--- config.mk ---
export PLATFORM = sky130hd
export DESIGN_NAME = dice_game_ctrl
export DESIGN_NICKNAME = d
export VERILOG_FILES = /design/src/rtl/dice_game_ctrl.sv
export SDC_FILE = /design/constraint.sdc
export NUM_CORES = 1
export LEC_CHECK = 0
export BUFFER_PORTS_ARGS = -buffer_cell sky130_fd_sc_hd__buf_4
export CAP_MARGIN = 20
export CORE_UTILIZATION = 49
export CTS_CLUSTER_DIAMETER = 60
export DETAILED_ROUTE_END_ITERATION = 12
export GPL_ROUTABILITY_DRIVEN = 1
export PLACE_DENSITY_LB_ADDON = 0.12
export SKIP_CTS_REPAIR_TIMING = 1
export SYNTH_ARGS = -nofsm -noshare
export SYNTH_HDL_FRONTEND = slang
export SYNTH_SLANG_ARGS = --single-unit
--- constraint.sdc ---
create_clock -name clk -period 2.6 [get_ports clk]
set_input_delay 0.13 -clock clk [delete_from_list [all_inputs] [get_ports clk]]
set_output_delay 0.13 -clock clk [all_outputs]
set_load 0.02 [all_outputs]
--- src/rtl/dice_game_ctrl.sv ---
// Two-player dice game controller: drives the shared dice block, captures each throw,
// keeps both scores and turn ownership, and latches the winner once TARGET is reached.
module dice_game_ctrl #(
    parameter int MIN_ROLL = 4,
    parameter int TARGET   = 20
) (
    input  logic       clk,
    input  logic       rst,
    input  logic       btn_a,
    input  logic       btn_b,
    input  logic [2:0] throw,
    output logic       roll,
    output logic       turn,
    output logic [5:0] score_a,
    output logic [5:0] score_b,
    output logic       done,
    output logic       winner
);

    typedef enum logic [2:0] {
        IDLE,
        ROLL,
        SETTLE,
        SCORE,
        DONE
    } state_t;

    localparam logic [3:0] MIN_ROLL_C = 4'(MIN_ROLL);
    localparam logic [5:0] TARGET_C   = 6'(TARGET);

    state_t     state_q, state_d;
    logic [3:0] cnt_q, cnt_d;
    logic [2:0] cap_q, cap_d;
    logic [5:0] score_a_q, score_a_d;
    logic [5:0] score_b_q, score_b_d;
    logic       turn_q, turn_d;
    logic       done_q, done_d;
    logic       winner_q, winner_d;

    logic       own_btn;
    logic [3:0] cnt_inc;
    logic       cap_valid;
    logic [5:0] own_score;
    logic [5:0] new_score;

    function automatic logic [5:0] sat_add6(input logic [5:0] a, input logic [2:0] b);
        logic [6:0] sum;
        sum = {1'b0, a} + {4'b0000, b};
        return sum[6] ? 6'd63 : sum[5:0];
    endfunction

    // Only the current owner's button matters; the other player is locked out.
    assign own_btn   = turn_q ? btn_b : btn_a;
    assign cnt_inc   = (cnt_q >= MIN_ROLL_C) ? MIN_ROLL_C : cnt_q + 4'd1;
    assign cap_valid = (cap_q != 3'd0) && (cap_q != 3'd7);
    assign own_score = turn_q ? score_b_q : score_a_q;
    assign new_score = sat_add6(own_score, cap_q);

    always_ff @(posedge clk) begin
        if (rst) begin
            state_q   <= IDLE;
            cnt_q     <= 4'd0;
            cap_q     <= 3'd0;
            score_a_q <= 6'd0;
            score_b_q <= 6'd0;
            turn_q    <= 1'b0;
            done_q    <= 1'b0;
            winner_q  <= 1'b0;
        end else begin
            state_q   <= state_d;
            cnt_q     <= cnt_d;
            cap_q     <= cap_d;
            score_a_q <= score_a_d;
            score_b_q <= score_b_d;
            turn_q    <= turn_d;
            done_q    <= done_d;
            winner_q  <= winner_d;
        end
    end

    always_comb begin
        state_d   = state_q;
        cnt_d     = cnt_q;
        cap_d     = cap_q;
        score_a_d = score_a_q;
        score_b_d = score_b_q;
        turn_d    = turn_q;
        done_d    = done_q;
        winner_d  = winner_q;

        case (state_q)
            IDLE: begin
                if (own_btn) begin
                    state_d = ROLL;
                    cnt_d   = 4'd0;
                end
            end
            ROLL: begin
                // An early release keeps the dice spinning until MIN_ROLL cycles have elapsed.
                cnt_d = cnt_inc;
                if (!own_btn && (cnt_inc == MIN_ROLL_C)) begin
                    state_d = SETTLE;
                end
            end
            SETTLE: begin
                cap_d   = throw;
                state_d = SCORE;
            end
            SCORE: begin
                state_d = IDLE;
                if (cap_valid) begin
                    if (turn_q) begin
                        score_b_d = new_score;
                    end else begin
                        score_a_d = new_score;
                    end
                    if (new_score >= TARGET_C) begin
                        state_d  = DONE;
                        done_d   = 1'b1;
                        winner_d = turn_q;
                    end else if (cap_q != 3'd6) begin
                        turn_d = ~turn_q;
                    end
                end
            end
            DONE: begin
                state_d = DONE;
            end
            default: begin
                state_d = IDLE;
            end
        endcase
    end

    assign roll    = (state_q == ROLL);
    assign turn    = turn_q;
    assign score_a = score_a_q;
    assign score_b = score_b_q;
    assign done    = done_q;
    assign winner  = winner_q;

endmodule

==> summary.md <==
| Metric | Value |
|---|---|
| Status | completed |
| Slew @ Worst Pin | 0.489 ns |
| Fraction of layout cells with a size suffix above 1 | 24.4% |
| GRT Resource Usage Total | 21.1% |
| Min-delay src | throw[2] |
| Worst setup margin | 0.100 ns |
| Seq/Total Area, Yosys | 38.4% |
| Final Cycle Share | 96.1% |
| XOR/XNOR Fraction of Synth Area | 1.34% |
| Reg2reg end | turn |
| Syn avg cell area | 9.05 um^2 |
| Number of global-route vias before repair | 957 |
| Routed Wire Length | 2610 um |
| Final std cells w/o fill | 194 |
| Drt first-iter violations | 25 |
| Routed Antenna Nets | 0 |
| Vias | 1,082 |
| Root buffer cell | clkbuf_4 |
| Pwr dens | 387 nW/um^2 |
| Chip height | 53.6 um |
| FMAX | 400 MHz |
| Seq cells post-synth | 25 |
| Pleak | 0.606 nW |
| Main combinational cell family by area after synthesis | simple AND/OR/NAND/NOR gates |
| R2r setup slk | 0.10 ns |
| Gr ovfl total | 0 |
| Syn Inst Count | 144 |
| CP required | 2.85 ns |
| CP Launch Type | flip-flop |
| Crit path DAT | 2.75 ns |
| Starting density of the core | 52.2% |
| Syn-to-layout area delta | 17.6% |
| Post-synthesis cell area | 1300 um^2 |
| Peak VDD IR | 0.000331 V |
| Placer congestion estimate | 0.796 |
| Fin crit period | 2.50 ns |
| Top-area cell type share of the netlist area | 38.4% |
| WL per Instance | 13.5 um |
| RR Startpoint | turn |
| Max-slew violation count | 0 |
| Fillers | 217 |
| Most frequent cells in the layout | dfxtp_1, buf_4, nor2_1 |
| Mux share of post-synthesis cell area | 13.6% |
| CTS tree | yes |
| CTS buffer count | 3 |
| Crit Path Category | reg -> reg |
| HP Class | in -> reg |
| Nets@finish | 177 |
| Synth area leader | dfxtp_1 |
| Syn. warnings | 0 |
| DRC | 0 |
| Avg Vias per Cell | 5.58 |
| H-tree depth | 1 |
| Diodes inserted | 0 |
| Simple-gate portion of the synthesized area | 20.4% |
| Netlist cell types | 35 |
| Boundary pin count | 23 |
| Critical Path End | turn |
| Insertion delay to the later sink of the worst-skew pair | 0.32 ns |
| Chip Width | 53.6 um |
| DRT Pass-1 Iters | 4 |
| R2R cell count | 10 |
| Clock Tree Buf Depth | 2 |
| Port bufs | 22 |
| Top cells by area, synth | dfxtp_1, mux2i_1, nor2_1, a211oi_1, ha_1 |
| Syn nets | 156 |
| Max Cap Viol | 0 |
| Clock Sinks | 25 |
| Placed cells | 190 |
| CP Max Fanout | 4 |
| First-pass GRT wire length | 4350 um |
| Row count | 18 |
| Die ar. | 2870 um^2 |
| Antenna violations before repair | 0 |
| Dpl ws | 0.145 ns |
| RSZ-0062 raised after global routing | true |
| Synth Area in Compound Gates | 16.2% |
| Clock Skew | 0.00171 ns |
| Post-synthesis adder-cell area fraction | 5.37% |
| Fin. Hold Viols | 0 |
| Core footprint | 2500 um^2 |
| Clock transition at path regs | 0.13 ns |
| Worst slew margin | 67.3% |
| Setup TNS Final | 0 ns |
| Crit path launch | turn |
| Largest net degree at the start of global routing | 27 |
| Dpl hpwl | 1920 um |
| CP endpoint kind | flip-flop |
| Setup-failing EPs final | 0 |
## cells by family after synthesis
group,Yosys count
multiplexers,16
AO/OA/AOI/OAI,30
XOR/XNOR,2
adder cells (fa/ha/maj),5
buffers and inverters,14
flip-flops,25
AND/OR/NAND/NOR,52
## synthesized netlist by cell type, drive strengths merged
cell and count:
ha 4, nor2 19, buf 4, a221o 1, mux2 4, fa 1
nand2b 6, a21o 2, or2 1, nand3 2, xor2 2, a211oi 7
and3b 1, or3 1, nor3b 2, nand4b 2, o31ai 1, nor2b 3
a21oi 8, a31oi 2, o21ai 6, a32oi 1, inv 6, nor3 2
mux2i 11, nand3b 3, mux4 1, a2111oi 1, o21a 1, dfxtp 25
and2 2, nand2 8, clkbuf 4
## report_power, final
| group | internal [mW] | total (mW) | switching, mW | leakage (nW) |
|---|---|---|---|---|
| combinational | 0.0151 | 0.0309 | 0.0158 | 0.386 |
| clock | 0.0576 | 0.173 | 0.116 | 0.0177 |
| sequential | 0.385 | 0.389 | 0.00380 | 0.203 |
## worst max-delay path, stage by stage, from the launching register on
cell,delay [ns]
dfxtp_4,0.39
mux2_2,0.22
ha_1,0.16
inv_1,0.06
fa_2,0.35
nand2b_4,0.15
a21o_1,0.20
mux4_2,0.32
o21a_1,0.17
a2111oi_4,0.22
mux2i_1,0.21
## worst min path at each step
| stage | endpoint | slack, ns | cells after the start |
|---|---|---|---|
| floorplan | cap_q[0] | 0.27 | 2 |
| CTS | cap_q[2] | 0.04 | 3 |
| global placement | cap_q[1] | 0.38 | 3 |
| detailed placement | cap_q[2] | 0.39 | 3 |
| global route | cap_q[2] | 0.02 | 3 |
| finish | cap_q[2] | 0.04 | 3 |
## final cells by class
cell class / instances / area [um^2] / share of cell area, %
clock buffers: 3 / 22.5 / 1.47
clock inverters: 1 / 5.00 / 0.327
inverters: 6 / 22.5 / 1.47
multi-input cells: 105 / 761 / 49.6
flip-flops and latches: 25 / 504 / 32.9
well taps: 30 / 37.5 / 2.45
repair buffers: 24 / 180 / 11.8
## metrics by stage
stage	area [um^2]	hold slack, ns	util, %	power [mW]
finish	1530	0.0413	61.3	0.594
global route	1530	0.0226	61.3	0.625
CTS	1530	0.0357	61.1	0.600
detailed placement	1500	0.391	60.0	0.430
global placement	1500	0.379	60.0	0.428
floorplan	1330	0.266	-	0.417
## metal layers
layer	track usage, %	up-vias	wire [um]
met5	0	-	0
met4	11.4	0	57
met3	2.54	4	65
met2	32.1	19	1150
met1	28.8	513	1340
li1	-	546	-
## sequential cells by signal, indices dropped and copies added (netlist names)
name,flops
state_q,3
cap_q,3
turn,1
done,1
winner,1
cnt_q,4
score_b,6
score_a,6
Power figures use the tool's default switching activity.
